===== config.mk =====
export PLATFORM = sky130hd
export DESIGN_NAME = rv16_if_stage
export DESIGN_NICKNAME = d
export VERILOG_FILES = /design/src/rtl/rv16_if_stage.sv
export SDC_FILE = /design/constraint.sdc
export NUM_CORES = 1
export LEC_CHECK = 0
export BUFFER_PORTS_ARGS = -buffer_cell sky130_fd_sc_hd__buf_4
export CAP_MARGIN = 20
export CORE_MARGIN = 5
export CORE_UTILIZATION = 57
export DETAILED_ROUTE_END_ITERATION = 10
export PLACE_DENSITY = 0.8
export SLEW_MARGIN = 0
export SYNTH_ARGS = -nofsm -noshare
export SYNTH_HDL_FRONTEND = slang
export SYNTH_SLANG_ARGS = --single-unit

===== constraint.sdc =====
create_clock -name clk -period 3.7 [get_ports clk]
set_input_delay 0.37 -clock clk [delete_from_list [all_inputs] [get_ports clk]]
set_output_delay 0.37 -clock clk [all_outputs]
set_load 0.02 [all_outputs]

===== src/rtl/rv16_if_stage.sv =====
// ---------------------------------------------------------------------------
// rv16_if_stage -- instruction fetch stage
//
// Purpose
//   Issues word fetches to an instruction memory with a req/gnt handshake,
//   collects the in-order responses and holds them in a 2-entry {pc, data}
//   FIFO for the decode/execute stage. A branch/jump redirect (i_pc_update)
//   or a flush (i_flush) empties the FIFO and drops every response that is
//   still in flight. At most two instructions are either buffered or in
//   flight at any time.
//
// Configuration
//   RV16_IF_ALIGN_CHK_EN : when defined, o_misalign pulses for one cycle
//                          after a redirect whose target has bits [1:0] != 0.
//                          When undefined, o_misalign is tied low. The
//                          redirect target is word-aligned in both builds.
//
// Parameters
//   RESET_PC       first fetch address after reset
//
// Ports
//   clk            system clock, rising edge
//   rst_n          synchronous active-low reset
//   o_imem_req     fetch request
//   o_imem_addr    fetch word address (current fetch PC)
//   i_imem_gnt     request accepted this cycle
//   i_imem_rvalid  response valid (in order, at least one cycle after gnt)
//   i_imem_rdata   response data
//   o_fetch_valid  instruction available at the FIFO head
//   o_fetch_data   head instruction word
//   o_pc           head instruction PC
//   i_stall        downstream cannot consume this cycle
//   i_flush        refetch from the next undelivered PC
//   i_pc_update    redirect to i_next_pc (wins over i_flush and i_stall)
//   i_next_pc      redirect target
//   o_misalign     misaligned redirect flag
// ---------------------------------------------------------------------------
module rv16_if_stage #(
  parameter logic [31:0] RESET_PC = 32'h0000_0000
) (
  input  logic        clk,
  input  logic        rst_n,
  output logic        o_imem_req,
  output logic [31:0] o_imem_addr,
  input  logic        i_imem_gnt,
  input  logic        i_imem_rvalid,
  input  logic [31:0] i_imem_rdata,
  output logic        o_fetch_valid,
  output logic [31:0] o_fetch_data,
  output logic [31:0] o_pc,
  input  logic        i_stall,
  input  logic        i_flush,
  input  logic        i_pc_update,
  input  logic [31:0] i_next_pc,
  output logic        o_misalign
);

  // Registered state and next-state values
  logic        started_q;
  logic [31:0] fetch_pc_q,  fetch_pc_d;
  logic [31:0] cons_pc_q,   cons_pc_d;
  logic [1:0]  fifo_cnt_q,  fifo_cnt_d;
  logic [31:0] f0_pc_q,     f0_pc_d;
  logic [31:0] f0_data_q,   f0_data_d;
  logic [31:0] f1_pc_q,     f1_pc_d;
  logic [31:0] f1_data_q,   f1_data_d;
  logic [1:0]  outst_q,     outst_d;
  logic [31:0] iq0_pc_q,    iq0_pc_d;
  logic [31:0] iq1_pc_q,    iq1_pc_d;
  logic [1:0]  discard_q,   discard_d;
  logic        misalign_q,  misalign_d;

  // Combinational control
  logic        redirect_s;
  logic [2:0]  occupancy_s;
  logic        req_s;
  logic        grant_s;
  logic        rsp_s;
  logic        consume_s;
  logic        keep_s;
  logic [31:0] cons_next_s;
  logic [31:0] target_s;
  logic [1:0]  fifo_slot_s;
  logic [1:0]  iq_slot_s;

  assign redirect_s  = i_pc_update | i_flush;
  assign occupancy_s = {1'b0, fifo_cnt_q} + {1'b0, outst_q};
  // started_q keeps req low during reset and for the cycle rst_n is released
  assign req_s       = started_q & ~redirect_s & (occupancy_s < 3'd2);
  assign grant_s     = req_s & i_imem_gnt;
  // A response with nothing outstanding (e.g. left over from before a reset)
  // is not ours and is ignored entirely.
  assign rsp_s       = i_imem_rvalid & (outst_q != 2'd0);
  assign consume_s   = (fifo_cnt_q != 2'd0) & ~i_stall;
  assign keep_s      = rsp_s & ~redirect_s & (discard_q == 2'd0);

  // A consume in the flush cycle still counts: the flush restarts after it.
  assign cons_next_s = consume_s ? (cons_pc_q + 32'd4) : cons_pc_q;
  assign target_s    = i_pc_update ? {i_next_pc[31:2], 2'b00}
                                   : {cons_next_s[31:2], 2'b00};

  // Slot that a new entry lands in once this cycle's pop has shifted the queue
  assign fifo_slot_s = fifo_cnt_q - {1'b0, consume_s};
  assign iq_slot_s   = outst_q - {1'b0, rsp_s};

  assign outst_d     = outst_q + {1'b0, grant_s} - {1'b0, rsp_s};

  // Fetch PC advances on every accepted request and wraps naturally at 2^32
  assign fetch_pc_d  = redirect_s ? target_s
                     : (grant_s ? (fetch_pc_q + 32'd4) : fetch_pc_q);
  assign cons_pc_d   = redirect_s ? target_s : cons_next_s;

  // In-flight PC queue: shift on response, append on grant
  assign iq0_pc_d    = (grant_s && (iq_slot_s == 2'd0)) ? fetch_pc_q
                     : (rsp_s ? iq1_pc_q : iq0_pc_q);
  assign iq1_pc_d    = (grant_s && (iq_slot_s == 2'd1)) ? fetch_pc_q : iq1_pc_q;

  // Instruction FIFO: shift on consume, append kept responses
  assign f0_pc_d     = (keep_s && (fifo_slot_s == 2'd0)) ? iq0_pc_q
                     : (consume_s ? f1_pc_q : f0_pc_q);
  assign f0_data_d   = (keep_s && (fifo_slot_s == 2'd0)) ? i_imem_rdata
                     : (consume_s ? f1_data_q : f0_data_q);
  assign f1_pc_d     = (keep_s && (fifo_slot_s == 2'd1)) ? iq0_pc_q : f1_pc_q;
  assign f1_data_d   = (keep_s && (fifo_slot_s == 2'd1)) ? i_imem_rdata : f1_data_q;
  assign fifo_cnt_d  = redirect_s ? 2'd0
                     : (fifo_cnt_q - {1'b0, consume_s} + {1'b0, keep_s});

  // Everything still in flight after a redirect belongs to the old path
  assign discard_d   = redirect_s ? outst_d
                     : ((rsp_s && (discard_q != 2'd0)) ? (discard_q - 2'd1)
                                                        : discard_q);

`ifdef RV16_IF_ALIGN_CHK_EN
  assign misalign_d  = i_pc_update & (i_next_pc[1:0] != 2'b00);
`else
  logic unused_align_s;
  assign unused_align_s = ^i_next_pc[1:0];
  assign misalign_d  = 1'b0;
`endif

  // State registers with synchronous active-low reset
  always_ff @(posedge clk) begin
    if (!rst_n) begin
      started_q  <= 1'b0;
      fetch_pc_q <= RESET_PC;
      cons_pc_q  <= RESET_PC;
      fifo_cnt_q <= 2'd0;
      f0_pc_q    <= RESET_PC;
      f0_data_q  <= 32'h0000_0000;
      f1_pc_q    <= RESET_PC;
      f1_data_q  <= 32'h0000_0000;
      outst_q    <= 2'd0;
      iq0_pc_q   <= 32'h0000_0000;
      iq1_pc_q   <= 32'h0000_0000;
      discard_q  <= 2'd0;
      misalign_q <= 1'b0;
    end else begin
      started_q  <= 1'b1;
      fetch_pc_q <= fetch_pc_d;
      cons_pc_q  <= cons_pc_d;
      fifo_cnt_q <= fifo_cnt_d;
      f0_pc_q    <= f0_pc_d;
      f0_data_q  <= f0_data_d;
      f1_pc_q    <= f1_pc_d;
      f1_data_q  <= f1_data_d;
      outst_q    <= outst_d;
      iq0_pc_q   <= iq0_pc_d;
      iq1_pc_q   <= iq1_pc_d;
      discard_q  <= discard_d;
      misalign_q <= misalign_d;
    end
  end

  assign o_imem_req    = req_s;
  assign o_imem_addr   = fetch_pc_q;
  assign o_fetch_valid = (fifo_cnt_q != 2'd0);
  assign o_fetch_data  = f0_data_q;
  // With nothing buffered, report the PC that will be delivered next
  assign o_pc          = o_fetch_valid ? f0_pc_q : cons_pc_q;
  assign o_misalign    = misalign_q;

endmodule


# Yosys cells after proc, flatten, opt, wreduce, memory -nomap -nowiden

Cells that the tools add are included.

Add/subtract/negate cells: 9
Reductions and logical operators: 17
$lt $le $gt $ge: 1
Bitwise gates (word level): 11
Muxes and demuxes: 15
Eq/ne operators: 2

Operators with widths:

| operator                                                                     | number |
|---|---|
| 32-bit two-way mux                                                           | 12 |
| 32-bit by 3-bit adder with 32-bit output, second input constant              | 2 |
| 2-bit nonzero test                                                           | 8 |
| 1-bit bitwise AND                                                            | 7 |
| 2-bit logical NOT                                                            | 3 |
| 2-bit by 1-bit subtractor with 2-bit output                                  | 3 |
| 1-bit logical AND                                                            | 5 |
| 2-bit by 1-bit adder with 2-bit output                                       | 2 |
| 2-bit by 1-bit == test with 1-bit output, second input constant              | 2 |
| 2-bit two-way mux                                                            | 2 |
| 2-bit by 2-bit adder with 3-bit output                                       | 1 |
| 3-bit by 2-bit less-than comparator with 1-bit output, second input constant | 1 |
| 1-bit inverter                                                               | 3 |
| 2-bit OR reduction                                                           | 1 |
| 2-bit by 1-bit subtractor with 2-bit output, second input constant           | 1 |
| 1-bit two-way mux                                                            | 1 |
| 1-bit OR                                                                     | 1 |

Bits of input ports: 71
Output and inout port bits: 99
Register bits: 263
Logic and storage cells: 68

# Longest topological paths before layout

Word-level depth: 8
Depth in mapped cells: 14
Gate-level depth less buffers: 13

# Worst setup path after synthesis

No wires, ideal clock.

Path kind: flip-flop to flip-flop
From: reg outst_q[0]
To: reg discard_q[1]
Setup time: 115 ps
Period minus slack after synthesis: 2563 ps
Stages on the path, launching flop included: 15
Path buffers: 1
Data arrival time: 2448 ps
Slack: 1137 ps
Data required time: 3585 ps
Cell sequence: dfxtp_1 inv_1 nor2_1 fa_1 nand4bb_1 buf_6 nor2_4 inv_2 ha_1 inv_1 ha_1 xor2_1 xnor2_1 nor2_1 o21a_1

Word-level cells in the longest chain between the ends: 7
Elaborated cells between the ends (all ways): 11
Classes of those cells: 3 x add/sub; 1 x order compare; 1 x mux; 3 x bitwise; 3 x reduce/logical

RTL lines:

| item                                                  | RTL line | text |
|---|---|---|
| from (decl)                                           | 67       | `logic [1:0] outst_q, outst_d;` |
| from (signal assigned)                                | 166      | `outst_q <= outst_d;` |
| 2-bit by 2-bit adder with 3-bit output                | 87       | `assign occupancy_s = {1'b0, fifo_cnt_q} + {1'b0, outst_q};` |
| 3-bit by 2-bit less-than comparator with 1-bit output | 89       | `assign req_s = started_q & ~redirect_s & (occupancy_s < 3'd2);` |
| 1-bit bitwise AND                                     | 89       |  |
| 1-bit bitwise AND                                     | 90       | `assign grant_s = req_s & i_imem_gnt;` |
| 2-bit by 1-bit adder with 2-bit output                | 106      | `assign outst_d = outst_q + {1'b0, grant_s} - {1'b0, rsp_s};` |
| 2-bit by 1-bit subtractor with 2-bit output           | 106      |  |
| 2-bit two-way mux                                     | 129      | `assign discard_d = redirect_s ? outst_d` |
| to (signal assigned)                                  | 169      | `discard_q <= discard_d;` |
| to (decl)                                             | 70       | `logic [1:0] discard_q, discard_d;` |

Several ways; a longest one is shown, not always the timed one.
A chain may end at the register's enable or synchronous reset.

# Final worst setup path

From: reg fifo_cnt_q[0]
To: reg discard_q[1]

Word-level cells in the longest chain between the ends: 7

RTL lines:

| item                                                  | RTL line | text |
|---|---|---|
| from (decl)                                           | 62       | `logic [1:0] fifo_cnt_q, fifo_cnt_d;` |
| from (signal assigned)                                | 161      | `fifo_cnt_q <= fifo_cnt_d;` |
| 2-bit by 2-bit adder with 3-bit output                | 87       |  |
| 3-bit by 2-bit less-than comparator with 1-bit output | 89       |  |
| 1-bit bitwise AND                                     | 89       |  |
| 1-bit bitwise AND                                     | 90       |  |
| 2-bit by 1-bit adder with 2-bit output                | 106      |  |
| 2-bit by 1-bit subtractor with 2-bit output           | 106      |  |
| 2-bit two-way mux                                     | 129      |  |

Every way passes these cells.

==> impl_metrics.toml <==
[cts]
post_cts_buffers = 0
ctsResizeCount = 0
cts_buffer_depth = 3
cts-htree-levels = 1
cts_tree = "done"
clock_sinks = 251
path_clk_slew_ns = 0.06
holdBufCountCts = 0
cts_buffers = 26
clock_tree.root_cell = "clkbuf_16"
clk_latency_ns = 0.53

[setup_path]
cp_top_family = "adder cells"
cpPeakStageDelay_ns = 0.46
reg2reg_depth = 14
r2r_slack_ns = 0.82
worstReg2RegEnd = "discard_q[1]$_SDFFE_PN0P_"
crit_buf_inv = 4
cp-end-kind = "flop"
critical_path_required_ns = 4.12
critPathLaunchType = "flop"
cpMaxStageDelayCell = "fa_1"
critical_path_class = "flop to flop"
cp_data_arrival_time_ns = 3.30
crit_chain = "inv_1, nor2_1, fa_1, nand4bb_1, buf_4, nor2_4, inv_2, ha_1, inv_1, ha_1, xor2_1, xnor2_1, nor2_1, o21a_1"
crit_fanout = 9
r2r_start = "fifo_cnt_q[0]$_SDFF_PP0_"

[floorplanning]
ios = 170
die_y_um = 151.8
core_um2 = 19650
num_rows = 51
die_w_um = 151.8
start_util = 0.5828
fp.dieArea_um2 = 23030

[hold_path]
min_to = "f1_data_q[7]$_SDFFE_PN0P_"
hold_depth = 3
hold_start = "i_imem_rdata[7]"
hold_path_class = "primary input to flop"

[layout]
nets = 1627
layout-drive-gt1-share = 0.1857
diodes = 0
syn_to_final_growth_pct = 18.77
layout.area.seq_um2 = 5025
multi_input_area_um2 = 5894
fill_cells = 1602

[global_route]
grt_util_met2 = 0.4578
grt_overflow = 0
grt_pass1_vias = 10220
grt_pass1_wl_um = 52900
grt.busiest_layer = "met2"
use_met3 = 0.04581
grtUsageTotal = 0.2876
antenna_found_initial = 0
grt_start_max_net_pins = 95
met1_usage = 0.3930

[routing]
route.detailed.drc = 0
drtAntennaViolNets = 0
routed-via-count = 10960
via_per_inst = 5.998
avgRoutedWirePerCell_um = 18.71
drt_iter0_drc = 1151
dr.pass1.iters = 7
wirelength_um = 34190

[placed_design]
place_congestion = 0.9239
dp_hpwl_um = 22050
io_buffers = 162

[synth]
synth_top_area_cell = "dfxtp_1"
synthMostInstantiatedCell = "nand2_1"
syn_inst = 1442
yosysUniqueCellTypes = 66
yosysSeqAreaShare = 0.4387
yosys-top-cells-area = "dfxtp_1 44%, nand2_1 14%, a311oi_1 7.1%"
syn_area_per_cell_um2 = 7.943
ys_ff_latch = 251
synth_common_cells = "428 x nand2_1, 251 x dfxtp_1, 136 x nor2_1"
synthArstFlopShare = 0
syn-cell-area_um2 = 11450
synth_edf_count = 0
synth_top_flop_cell = "dfxtp_1"
synth_top_area_share = 0.4387
yosysWarnings = 0

[run]
cap_violations = 0

[timing]
relSlewSlack = 0.3845
fmax_ghz = 0.3469
layout_worst_path_cycle_share = 0.7791
setup_viol = 0
layout_min_cycle_time_ns = 2.883
rsz0062_at_grt = "false"
final.setup.tns_ns = 0
slew_violations = 0
clock_skew_ns = 0.009487
finalHoldViolations = 0
tightest_slew_ns = 0.9199

[power]
p_per_area_nw_per_um2 = 484.4
cellLeakagePower_nw = 5.140
total_power_mw = 6.589
ir_drop_uv = 300.9

[outcome]
run_status = "complete, no violations"
==> cell type report <==
cell class,instances,area share
multi-input cells,1063,0.4333
flip-flops and latches,251,0.3694
repair buffers,186,0.1063
clock buffers,35,0.05556
well taps,265,0.02437
inverters,19,0.005611
clock inverters,8,0.005427
==> cell usage in the layout (no fill, tap or decap), types with 7 or more instances in the layout <==
cell type  count
o21ai_0       24
mux2_2        30
xor2_1        26
a21oi_1      111
a211oi_1       7
xnor2_1       28
nor2_1       135
nand4_1       20
nand2_1      427
a311oi_1      93
ha_1           8
inv_1         15
and2_1        14
buf_4        182
dfxtp_1      251
clkbuf_16     27
a21boi_1       7
nand3_1       25
==> sequential cells by signal, summed over array words and instances, names as in the netlist <==
register	cells
iq1_pc_q	30
f1_data_q	32
o_fetch_data	32
cons_pc_q	30
outst_q	2
fifo_cnt_q	2
f1_pc_q	30
discard_q	2
started_q	1
o_imem_addr	30
f0_pc_q	30
iq0_pc_q	30
==> worst max path at each step <==
| stage | from | to | slack, ns | cells past startpoint |
|---|---|---|---|---|
| after floorplan | outst_q[0]$_SDFF_PN0_ | discard_q[1]$_SDFFE_PN0P_ | 1.14 | 14 |
| after CTS | fifo_cnt_q[0]$_SDFF_PP0_ | discard_q[1]$_SDFFE_PN0P_ | 0.81 | 14 |
| after global placement | fifo_cnt_q[0]$_SDFF_PP0_ | discard_q[1]$_SDFFE_PN0P_ | 0.91 | 14 |
| after detailed placement | fifo_cnt_q[0]$_SDFF_PP0_ | discard_q[1]$_SDFFE_PN0P_ | 0.85 | 14 |
| final | fifo_cnt_q[0]$_SDFF_PP0_ | discard_q[1]$_SDFFE_PN0P_ | 0.82 | 14 |
| after global routing | fifo_cnt_q[0]$_SDFF_PP0_ | discard_q[1]$_SDFFE_PN0P_ | 0.64 | 14 |
==> report_power, final <==
group | total (mW) | internal (mW) | switching (mW)
clock | 2.55 | 1.49 | 1.06
sequential | 3.05 | 2.87 | 0.182
combinational | 0.992 | 0.382 | 0.610
total | 6.59 | 4.74 | 1.85
==> cells by family after synthesis <==
family          after synthesis  share of synthesized area
other cells                   1                  0.0003274
simple gates                673                     0.2530
flops                       251                     0.4387
mux                          35                    0.03386
xor+xnor                     54                    0.04129
buf+inv                     132                    0.05091
fa+ha+maj                     9                    0.01049
compound gates              287                     0.1714
==> worst reg2reg max path, cell delays in order (launching register included) <==
cell and delay (ns):
dfxtp_1 0.41, inv_1 0.10, nor2_1 0.12, fa_1 0.46, nand4bb_1 0.20, buf_4 0.21, nor2_4 0.12, inv_2 0.08
ha_1 0.27, inv_1 0.04, ha_1 0.17, xor2_1 0.15, xnor2_1 0.19, nor2_1 0.06, o21a_1 0.20
==> metrics by stage <==
stage                 util  std cells  hold WS [ns]  cell area (um2)  setup WS [ns]
floorplan                -       1446        0.3977            11470          1.137
global placement    0.6499       1784        0.4405            12770         0.9068
detailed placement  0.6499       1784        0.4465            12770         0.8465
CTS                 0.6921       1827       0.08320            13600         0.8113
global route        0.6921       1827       0.09716            13600         0.6358
finish              0.6921       1827       0.09537            13600         0.8172
==> layer usage <==
layer	vias to the layer above	wire [um]	part of all wire
met5	-	0	0
met4	0	1192	0.035
met3	100	3737	0.11
met2	618	15400	0.45
met1	5109	13860	0.41
li1	5131	-	-
Note: power is estimated with default switching activity, not from simulation.
